### src/rtl/bcd_scan_counter.sv
// Multi-digit BCD up/down counter with a time-multiplexed digit scanner
// feeding a BCD-to-7-segment decoder one digit at a time.
module bcd_scan_counter #(
  parameter int unsigned DIGITS   = 4,
  parameter int unsigned SCAN_DIV = 4
) (
  input  logic                clk,
  input  logic                rst_n,
  input  logic                en,
  input  logic                up,
  input  logic                load,
  input  logic [4*DIGITS-1:0] load_val,
  output logic [4*DIGITS-1:0] count,
  output logic                wrap,
  output logic [3:0]          bcd_out,
  output logic [DIGITS-1:0]   digit_sel
);

  localparam int unsigned W     = 4 * DIGITS;
  localparam int unsigned DIV_W = (SCAN_DIV > 1) ? $clog2(SCAN_DIV) : 1;
  localparam int unsigned IDX_W = (DIGITS > 1) ? $clog2(DIGITS) : 1;

  logic [W-1:0]      load_clean;
  logic [W-1:0]      stepped;
  logic              ripple;
  logic [W-1:0]      count_next;
  logic              wrap_next;

  logic [DIV_W-1:0]  div;
  logic [DIV_W-1:0]  div_next;
  logic              div_last;
  logic [IDX_W-1:0]  idx;
  logic [IDX_W-1:0]  idx_next;
  logic [DIGITS-1:0] sel_next;

  // Count path: sanitised load value and one BCD step with ripple carry/borrow.
  always_comb begin
    // NOTE: every always_comb output gets a default before any branch so no
    // path leaves it unassigned, which would otherwise infer a latch.
    load_clean = '0;
    stepped    = count;
    ripple     = 1'b1;
    for (int i = 0; i < int'(DIGITS); i++) begin
      load_clean[4*i +: 4] = (load_val[4*i +: 4] > 4'd9) ? 4'd0 : load_val[4*i +: 4];
      if (ripple) begin
        if (up) begin
          if (count[4*i +: 4] >= 4'd9) begin
            stepped[4*i +: 4] = 4'd0;
          end else begin
            stepped[4*i +: 4] = count[4*i +: 4] + 4'd1;
            ripple            = 1'b0;
          end
        end else begin
          if (count[4*i +: 4] == 4'd0) begin
            stepped[4*i +: 4] = 4'd9;
          end else begin
            stepped[4*i +: 4] = count[4*i +: 4] - 4'd1;
            ripple            = 1'b0;
          end
        end
      end
    end
  end

  // ripple survives the top digit only when every digit wrapped.
  always_comb begin
    count_next = count;
    wrap_next  = 1'b0;
    if (load) begin
      count_next = load_clean;
    end else if (en) begin
      count_next = stepped;
      wrap_next  = ripple;
    end
  end

  // Scanner: free-running divider advancing the digit index.
  always_comb begin
    div_last = (div == DIV_W'(SCAN_DIV - 1));
    div_next = div_last ? '0 : div + DIV_W'(1);
    idx_next = idx;
    if (div_last) begin
      idx_next = (idx == IDX_W'(DIGITS - 1)) ? '0 : idx + IDX_W'(1);
    end
    sel_next = '0;
    for (int i = 0; i < int'(DIGITS); i++) begin
      if (idx_next == IDX_W'(i)) sel_next[i] = 1'b1;
    end
  end

  always_ff @(posedge clk) begin
    // NOTE: registers use non-blocking assignments so every flop samples the
    // pre-edge values, independent of statement order.
    if (!rst_n) begin
      count     <= '0;
      wrap      <= 1'b0;
      div       <= '0;
      idx       <= '0;
      digit_sel <= DIGITS'(1);
    end else begin
      count     <= count_next;
      wrap      <= wrap_next;
      div       <= div_next;
      idx       <= idx_next;
      digit_sel <= sel_next;
    end
  end

  // Digit mux straight off the count register, so bcd_out tracks count in the same cycle.
  always_comb begin
    bcd_out = 4'd0;
    for (int i = 0; i < int'(DIGITS); i++) begin
      if (idx == IDX_W'(i)) bcd_out = count[4*i +: 4];
    end
  end

endmodule

### config.mk
export PLATFORM = sky130hd
export DESIGN_NAME = bcd_scan_counter
export DESIGN_NICKNAME = d
export VERILOG_FILES = /design/src/rtl/bcd_scan_counter.sv
export SDC_FILE = /design/constraint.sdc
export NUM_CORES = 1
export LEC_CHECK = 0
export CORE_MARGIN = 5
export CORE_UTILIZATION = 40
export CTS_BUF_LIST = sky130_fd_sc_hd__clkbuf_8 sky130_fd_sc_hd__clkbuf_16
export DETAILED_ROUTE_END_ITERATION = 8
export PLACE_DENSITY = 0.68
export SLEW_MARGIN = 20
export SYNTH_ARGS = -nofsm -noshare
export SYNTH_HDL_FRONTEND = slang
export SYNTH_SLANG_ARGS = --single-unit
export TNS_END_PERCENT = 30
### constraint.sdc
create_clock -name clk -period 2.1 [get_ports clk]
set_input_delay 0.21 -clock clk [delete_from_list [all_inputs] [get_ports clk]]
set_output_delay 0.21 -clock clk [all_outputs]
set_load 0.01 [all_outputs]
; ---- Word level (Yosys, flattened, before mapping)
; Index checks and enable logic that the tools add are counted.
[totals]
mem_count = 0
input_bits = 21
register_bits = 25
out_inout_bits = 25
latch_bits = 0
romBits = 0
word_cells = 96
mem_bits_rw = 0
[op_classes]
n_div = 0
mux = 45
mul = 0
reduce_logical = 15
bitwise_logic = 3
shifts = 0
add_sub_neg = 10
magnitude_cmp = 8
eq_ne = 7
[ops]
columns = cell, count
row1 = 4-bit two-way mux, 23
row2 = 16-bit two-way mux, 2
row3 = 1-bit two-way mux, 18
row4 = 4-bit by 1-bit adder with 4-bit output (second input constant), 4
row5 = 4-bit >= comparator (second input constant), 4
row6 = 4-bit greater-than comparator (second input constant), 4
row7 = 4-bit zero test, 4
row8 = 4-bit by 1-bit subtractor with 4-bit output (second input constant), 4
row9 = 2-bit equality test (second input constant), 5
row10 = 2-bit nonzero test, 4
row11 = 2-bit AND reduction, 3
row12 = 2-bit by 1-bit adder with 2-bit output (second input constant), 2
row13 = 2-bit by 1-bit equality test with 1-bit output (second input constant), 2
row14 = 2-bit zero test, 2
row15 = 2-bit two-way mux, 2
row16 = 4-bit OR reduction, 1
row17 = 1-bit NOT, 3
row18 = 2-bit OR reduction, 1

; ---- Logic depth before layout (Yosys ltp)
; Gate-level depths: netlist of the first run.
[depth]
depth_word = 8
mapped_depth = 9
depth_no_buf = 7

; ---- Worst setup path before layout of the first run
; No wires, ideal clock.
[synth_path]
path_kind = flip-flop to flip-flop
startpoint = register count[0]
endpoint = register count[10]
synth_period_minus_slack_ps = 2273
path_buffers = 1
slack_ps = -173
setup_time_ps = 122
t_arrival_ps = 2151
required_ps = 1978
stages_incl_launch_ff = 9
cell_sequence = dfxtp_1 -> clkbuf_1 -> inv_1 -> ha_1 -> or3b_4 -> o32ai_4 -> nand2_2 -> or4_1 -> o311a_1
[synth_via]
elab_chain_len = 6
elab_cells_between_ends = 8
cone_classes = 1 x order compare / 4 x mux / 3 x reduce/logical
[synth_rtl]
columns = element, line
row1 = from (decl), 13  ; output logic [4*DIGITS-1:0] count,
row2 = from (signal assigned), 101  ; count <= count_next;
row3 = 4-bit >= comparator or 4-bit zero test (tied branches), "47, 54"
row4 = 1-bit two-way mux (on tied branches), "47, 54"
row5 = 1-bit two-way mux (*), 46  ; if (up) begin
row6 = 1-bit two-way mux (*), 45  ; if (ripple) begin
row7 = 2-bit nonzero test (no line) (*), n/a
row8 = 2-bit AND reduction (no line) (*), n/a
; Every way passes the cells marked *; elsewhere a longest branch is shown, timed or not.
; A chain may end at the register's enable or synchronous reset.

; ---- Worst setup path in the final report of the first run
[layout_path]
startpoint = register count[1]
endpoint = register count[10]
; Same word-level chain as after synthesis.

==> results of run 1 <==
-- synthesized netlist by cell type (all sizes together) (2+ instances only) --
master,number,area [um^2]
o22ai,2,12.5
mux2i,2,20.0
or3b,4,37.5
a31oi,2,12.5
o21ai,23,115
nor3,6,30.0
nand3,10,50.1
and3,2,12.5
and2,2,12.5
nand2b,7,43.8
a311oi,3,26.3
inv,19,71.3
nor2b,2,12.5
nor3b,4,35.0
a211oi,6,45.0
ha,18,225
o21ba,3,30.0
nand4b,2,17.5
o211ai,2,15.0
a21boi,3,22.5
xnor2,3,26.3
nand2,15,58.8
nand4,3,18.8
a211o,3,26.3
a221oi,2,17.5
a21oi,26,130
buf,5,30.0
o31ai,6,45.0
clkbuf,16,60.1
o32ai,2,36.3
nor2,28,105
o21bai,3,22.5
dfxtp,25,500
nand3b,8,60.1
nor4b,2,17.5
o211a,3,30.0
-- worst max-delay path, delay by kind of cell (launching register included) --
family          cells  cell delay [ns]
simple gates        3             0.97
compound gates      2             0.39
buf+inv             1             0.07
flops               1             0.32
fa+ha+maj           1             0.17
-- sequential cells by signal, indices dropped and copies added (netlist names) --
register / flops
wrap: 1
idx: 2
div: 2
digit_sel: 4
count: 16
-- metrics by stage --
stage / setup TNS [ns] / hold WS (ns)
after floorplan: -0.0955 / 0.359
after global placement: -0.118 / 0.414
after detailed placement: -0.369 / 0.417
after CTS: 0 / 0.438
after global routing: -0.0140 / 0.489
final: 0 / 0.437
-- layer usage --
metal	vias to the layer above	global-route usage [%]	part of all wire, %
li1	1155	-	-
met1	1056	24.3	47
met2	79	28.5	45
met3	7	3.06	7.7
met4	0	5.26	1.0
met5	-	0	0
-- worst min-delay path by stage --
stage,from,end,slack (ns),depth (start not counted)
finish,div[0],div[0],0.44,1
global route,div[0],div[0],0.49,1
CTS,div[0],div[0],0.44,1
detailed placement,div[0],div[0],0.42,1
global placement,div[0],div[0],0.41,1
floorplan,load_val[3],count[3],0.36,2
-- power breakdown --
group	switching [uW]	total, uW	internal [uW]
Clock	167	300	133
Sequential	32.2	537	504
Combinational	256	522	266
Total	455	1360	903
-- cell type report --
| cell class | instances | area [um^2] |
|---|---|---|
| sequential | 25 | 502 |
| inverter | 19 | 71.3 |
| multi-input combinational | 221 | 1520 |
| clock buffer | 3 | 41.3 |
| clock inverter | 1 | 5.00 |
| timing repair buffer | 76 | 678 |
| fill | 488 | 2270 |
| tap | 70 | 87.6 |
-- cell families after synthesis --
kind of cell,Yosys count
and+or+nand+nor,97
xor gates and xnor gates,4
DFF,25
muxes,2
buffers and inverters,40
adders and majority gates,18
AOI/OAI and AO/OA,100
-- timing repair --
item | CTS | global route
endpoints found under the hold margin | 0 | 0
hold buffers | 0 | 0
resized for setup | 5 | 6
endpoints found under the setup margin | 4 | 7
==> out/summary.log, run 1 <==
INFO  logic_synthesis postSynth.asyncResetShare=0%
INFO  logic_synthesis syn_inst=286
INFO  floorplan      chipHeight=83.5um
INFO  detailed_routing initialDrtViolationCount=125
INFO  floorplan      floorplan.initialDensity=41.8%
INFO  layout         layout.core_utilization=56.1%
INFO  place          dp_cells=411
INFO  timing         report.final.setup_viol=0
INFO  detailed_routing vias=2297
INFO  detailed_routing drc_errors=0
INFO  layout         final_common_cell=sky130_fd_sc_hd__clkdlybuf4s50_1
INFO  setup_path     r2r_end=count[10]
INFO  setup_path     critPathMaxStageDelay=0.48ns
INFO  timing         final.setup.worst_slack=0.0827ns
INFO  timing         min_period_over_period=96.1%
INFO  clock_network  clockBufferDepth=2
INFO  floorplan      placeableCoreArea=5170um^2
INFO  setup_path     critPathCaptureType=flip-flop
INFO  layout         antennaDiodeCount=0
INFO  setup_path     setup.reg_to_reg.worst_slack=0.08ns
INFO  global_routing global_route.overflow_total=0
INFO  logic_synthesis syn_area_per_cell=7.56um^2
INFO  power          power_per_cell_area=468nW/um^2
INFO  timing         finalCriticalPeriod=2.02ns
INFO  setup_path     regToRegStartpoint=count[1]
INFO  min_path       hp-class=flip-flop to flip-flop
INFO  setup_path     endpoint=count[10]
INFO  layout         nets=385
INFO  clock_network  cts_made_buffers=3
INFO  timing         rsz0062_at_grt=yes
INFO  logic_synthesis ys_seq_area_share=23.2%
INFO  setup_path     timing.critical_path.cells=inv_1, ha_2, or3b_4, o32ai_4, nand2_2, or4_1, o311a_1
INFO  place          io_buffer_count=45
INFO  logic_synthesis synth_top_family_by_area=compound AO/OA/AOI/OAI gates
INFO  setup_path     setup.worst_path.class=flip-flop to flip-flop
INFO  logic_synthesis net_count_synth=325
INFO  power          peakVddDrop=234uV
INFO  run_status     run_status=finished clean
INFO  timing         tightest_slew=0.418ns
INFO  logic_synthesis post_synth_instance_area=2160um^2
INFO  clock_network  worst_setup_hold_path_clk_slew=0.10ns
INFO  layout         post_layout_nonfiller_instances=415
INFO  logic_synthesis yosys.area_share.adder=10.4%
INFO  timing         timing.max_slew.rel_slack=72.1%
INFO  detailed_routing final_antenna_net_count=0
INFO  place          dp_worst_setup_slack=-0.0981ns
INFO  clock_network  cts_num_sinks=25
INFO  setup_path     critPathSlowestCell=sky130_fd_sc_hd__or4_1
INFO  global_routing initial_antenna_violation_count=0
INFO  layout         design_area=2900um^2
INFO  global_routing vias_in_the_first_global_route=2288
INFO  detailed_routing detailedRoute.firstPassIterationCount=4
INFO  power          totalPowerFinal=1360uW
INFO  logic_synthesis synth_mux_area_share=0.926%
INFO  clock_network  cts_htree_levels=1
INFO  global_routing grt_max_degree=15
INFO  detailed_routing post_drt_wl_per_cell=14.6um
INFO  floorplan      io_pins=46
INFO  clock_network  cts_tree=built
INFO  logic_synthesis synth_xor_xnor_area_share=1.62%
INFO  layout         areaGrowthSynthToFinish=34.4%
INFO  logic_synthesis synth.ff_latch_count=25
INFO  floorplan      rows=26
INFO  run            timing.max_cap.violations=0
INFO  logic_synthesis synth_edf_count=0
INFO  logic_synthesis synth_simple_gate_area_share=24.5%
INFO  place          dp_hpwl=4.66mm
INFO  clock_network  post_cts_setup_buffers=0
INFO  clock_network  clk-insertion-delay-late=0.27ns
INFO  layout         drive_above_1_share=14.8%
INFO  timing         final-max-slew-violation-count=0
INFO  floorplan      die_x_extent=83.5um
INFO  detailed_routing viasPerCell=5.53
INFO  place          gp_congestion=0.871
INFO  setup_path     start_kind=flip-flop
INFO  timing         timing.clock.skew=0.00644ns
INFO  global_routing first_pass_grt_wire_length=10.6mm
INFO  timing         count_of_final_hold_check_violations=0
INFO  logic_synthesis synth-warning-count=0
INFO  layout         final_cell_mix=41 x sky130_fd_sc_hd__clkdlybuf4s50_1, 31 x sky130_fd_sc_hd__buf_4, 28 x sky130_fd_sc_hd__nor2_1
INFO  power          cellLeakagePower=0.00114uW
INFO  detailed_routing drt-total-wl=6.07mm
INFO  logic_synthesis synth_flop_cell=sky130_fd_sc_hd__dfxtp_1
INFO  global_routing grt_util_all_layers=17.8%
INFO  setup_path     cp.required=2.27ns
INFO  timing         max_clock_freq=496MHz
INFO  setup_path     r2r_cells=7
INFO  logic_synthesis synth_cell_type_count=58
INFO  setup_path     worst-endpoint-arrival=2.19ns
INFO  place          post_place_cell_area=2850um^2
INFO  setup_path     startpoint=count[1]
INFO  clock_network  cts-root-buf=sky130_fd_sc_hd__clkbuf_8
INFO  setup_path     worst-path-max-fanout=2
INFO  logic_synthesis synth_compound_gate_area_share=31.9%
INFO  floorplan      die_area=6970um^2
No activity file was read; power rests on OpenSTA's default activity.
==> run 2: changes to the inputs <==
CTS_CLUSTER_SIZE = 25   (was unset)
SETUP_SLACK_MARGIN = 0.3   (was unset)
==> run 2 against run 1 <==
Compared with the run above:
- count of clock-buffer cells in the layout unchanged
- largest cell class unchanged
- critical path depth unchanged
- worst setup slack better by 0.080 ns
- via count about the same
- routed wire length up 1.1%
- critical path type unchanged
- first-iteration DRC count unchanged
- maximum frequency up 4.2%
- register-to-register slack better by 0.08 ns
- global-route usage down 0.66 points
- combinational power up 6.7%
==> out/summary.log, run 2 (synthesis gave the netlist of run 1 again) <==
INFO  run_status     run_status=finished clean
INFO  floorplan      floorplan.initialDensity=41.8% [unchanged]
INFO  global_routing vias_in_the_first_global_route=2223 [-2.8%]
INFO  timing         timing.max_slew.rel_slack=68.8% [-3.3 points]
INFO  clock_network  cts_htree_levels=1 [unchanged]
INFO  setup_path     critPathSlowestCell=sky130_fd_sc_hd__or3b_4
INFO  place          io_buffer_count=45 [unchanged]
INFO  setup_path     start_kind=flip-flop
INFO  global_routing global_route.overflow_total=0 [unchanged]
INFO  layout         registers.top_by_ff_count=count
INFO  setup_path     cp.required=2.27ns [about the same]
INFO  layout         antennaDiodeCount=0 [unchanged]
INFO  timing         max_clock_freq=516MHz [+4.2%]
INFO  timing         count_of_final_hold_check_violations=0 [unchanged]
INFO  floorplan      io_pins=46 [unchanged]
INFO  layout         layout.core_utilization=58.1% [+2.0 points]
INFO  timing         min_period_over_period=92.2% [-3.8 points]
INFO  setup_path     worst-endpoint-arrival=2.11ns [-0.08 ns]
INFO  global_routing grt_max_degree=18 [+3]
INFO  place          dp_hpwl=4.57mm [-1.8%]
INFO  layout         areaGrowthSynthToFinish=39.1%
INFO  global_routing grt_util_all_layers=17.1% [-0.66 points]
INFO  setup_path     r2r_cells=7 [unchanged]
INFO  setup_path     critPathCaptureType=flip-flop
INFO  layout         nets=387 [+0.52%]
INFO  clock_network  cts-root-buf=sky130_fd_sc_hd__clkbuf_8
INFO  clock_network  cts_num_sinks=25 [unchanged]
INFO  clock_network  cts_hold_buf=0 [unchanged]
INFO  setup_path     r2r_end=count[10]
INFO  setup_path     setup.worst_path.class=flip-flop to flip-flop
INFO  global_routing first_pass_grt_wire_length=10.3mm [-3.4%]
INFO  timing         final.setup.worst_slack=0.163ns [+0.0804 ns]
INFO  power          cellLeakagePower=0.00116uW [+1.2%]
INFO  timing         tightest_slew=0.467ns [+0.0494 ns]
INFO  setup_path     worst-path-max-fanout=5 [+3]
INFO  detailed_routing final_antenna_net_count=0 [unchanged]
INFO  run            timing.max_cap.violations=0 [unchanged]
INFO  floorplan      rows=26 [unchanged]
INFO  place          dp_worst_setup_slack=-0.0784ns [+0.0197 ns]
INFO  min_path       hp-class=flip-flop to flip-flop
INFO  global_routing initial_antenna_violation_count=0 [unchanged]
INFO  min_path       min_from=div[0]
INFO  clock_network  clk-insertion-delay-late=0.27ns [about the same]
INFO  layout         filler_cell_count=492 [+0.82%]
INFO  setup_path     regToRegStartpoint=count[0]
INFO  floorplan      placeableCoreArea=5170um^2 [unchanged]
INFO  layout         multi_input_area=1600um^2 [+5.5%]
INFO  power          peakVddDrop=259uV [+11%]
INFO  layout         final_cell_mix=41 x sky130_fd_sc_hd__clkdlybuf4s50_1, 32 x sky130_fd_sc_hd__buf_4, 28 x sky130_fd_sc_hd__nor2_1
INFO  detailed_routing vias=2295 [-0.087%]
INFO  timing         report.final.setup_viol=0 [unchanged]
INFO  clock_network  worst_setup_hold_path_clk_slew=0.10ns [about the same]
INFO  clock_network  cts_tree=built
INFO  detailed_routing detailedRoute.firstPassIterationCount=4 [unchanged]
INFO  detailed_routing viasPerCell=5.50 [-0.57%]
INFO  layout         final_common_cell=sky130_fd_sc_hd__clkdlybuf4s50_1
INFO  timing         final-max-slew-violation-count=0 [unchanged]
INFO  setup_path     timing.critical_path.cells=inv_4, ha_4, or3b_4, o32ai_4, nand2_2, or4_1, o311a_1
INFO  layout         largest_register_ff_count=16 [unchanged]
INFO  timing         rsz0062_at_grt=yes
INFO  setup_path     setup.reg_to_reg.worst_slack=0.16ns [+0.08 ns]
INFO  min_path       holdPathStages=1 [unchanged]
INFO  detailed_routing post_drt_wl_per_cell=14.7um [+0.62%]
INFO  clock_network  clockBufferDepth=2 [unchanged]
INFO  floorplan      die_area=6970um^2 [unchanged]
INFO  place          post_place_cell_area=2850um^2 [+0.26%]
INFO  setup_path     critPathMaxStageDelay=0.40ns [-0.08 ns]
INFO  layout         sequential_cell_area=513um^2 [+2.2%]
INFO  detailed_routing drc_errors=0 [unchanged]
INFO  timing         timing.clock.skew=0.00297ns [-0.00347 ns]
INFO  timing         finalCriticalPeriod=1.94ns [-0.0804 ns]
INFO  detailed_routing initialDrtViolationCount=125 [unchanged]
INFO  layout         design_area=3010um^2 [+3.5%]
INFO  layout         drive_above_1_share=21.3% [+6.5 points]
INFO  detailed_routing drt-total-wl=6.14mm [+1.1%]
INFO  min_path       worstHoldEndpoint=div[0]
INFO  floorplan      die_x_extent=83.5um [unchanged]
INFO  power          power_per_cell_area=467nW/um^2 [-0.21%]
INFO  place          gp_congestion=0.876 [+0.59%]
INFO  layout         reg_top3=count x16, digit_sel x4
INFO  floorplan      chipHeight=83.5um [unchanged]
INFO  clock_network  cts_made_buffers=3 [unchanged]
[run 2: cell types whose count changed in the layout (fill, tap and decap cells not counted), moves of 4 or more]
cell                            previous run  this run
sky130_fd_sc_hd__ha_4                      0         4
sky130_fd_sc_hd__inv_1                    18        13
sky130_fd_sc_hd__inv_2                     1         5
sky130_fd_sc_hd__dfxtp_1                  24        19
sky130_fd_sc_hd__dlygate4sd2_1             4         0
[run 2: stage by stage]
step / TNS (ns) / std cells / hold slack, ns / power, uW
final: 0 / 417 / 0.445 / 1400
after global routing: 0 / 417 / 0.466 / 1510
after CTS: 0 / 415 / 0.441 / 1380
after detailed placement: -0.286 / 410 / 0.424 / 1070
after global placement: -0.136 / 410 / 0.416 / 1070
after floorplan: -0.0708 / 286 / 0.359 / 854
[run 2: worst max path at each step]
stage             start        end  slack [ns]  cells after the start
6_report       count[0]  count[10]        0.16                      7
5_1_grt        count[1]  count[10]        0.11                      7
4_1_cts        count[1]  count[10]        0.10                      7
3_5_place_dp         up  count[14]       -0.08                      7
3_3_place_gp         up  count[14]       -0.04                      7
2_1_floorplan  count[4]  count[10]       -0.07                      8
[run 2: worst max-delay path: cells and delay by family (launching register included)]
kind | cells | cell delay, ns
and+or+nand+nor | 3 | 0.89
AOI/OAI and AO/OA | 2 | 0.39
DFF | 1 | 0.36
adders and majority gates | 1 | 0.15
buffers and inverters | 1 | 0.05
[run 2: where the power goes]
part           switching, uW  internal [uW]  leakage (uW)  total, uW
clock network            171            136     0.0000260        307
logic                    268            289      0.000922        557
registers               35.6            505      0.000208        541
total                    474            930       0.00116       1400
[run 2: metal layers]
metal  GRT usage [%]  part of all wire [%]  wire length, um  vias to the layer above
li1                -                     -                -                     1157
met1            24.3                    47             2880                     1056
met2            27.3                    45             2770                       76
met3            2.67                   6.8              416                        6
met4            3.51                   1.1               65                        0
met5               0                     0                0                        -
[run 2: area by class of cell]
cell class                      instances  area share [%]
Clock inverter                          1           0.208
Timing Repair Buffer                   78            22.7
Tap cell                               70            2.91
Sequential cell                        25            17.1
Multi-Input combinational cell        221            53.3
Inverter                               19            2.46
Clock buffer                            3            1.37
[run 2: timing repair]
| item | in CTS | in global routing |
|---|---|---|
| pin swaps | 3 | 4 |
| endpoints found under the hold margin | 0 | 0 |
| buffers inserted | 1 | 2 |
| endpoints found under the setup margin | 17 | 19 |
| gates resized for setup | 28 | 19 |
==> run 3: changes to the inputs <==
CTS_CLUSTER_DIAMETER = 80   (was unset)
SETUP_SLACK_MARGIN = unset   (was 0.3)
==> results of run 3 <==
The final DEF is identical to that of run 1; final timing and power are the same.
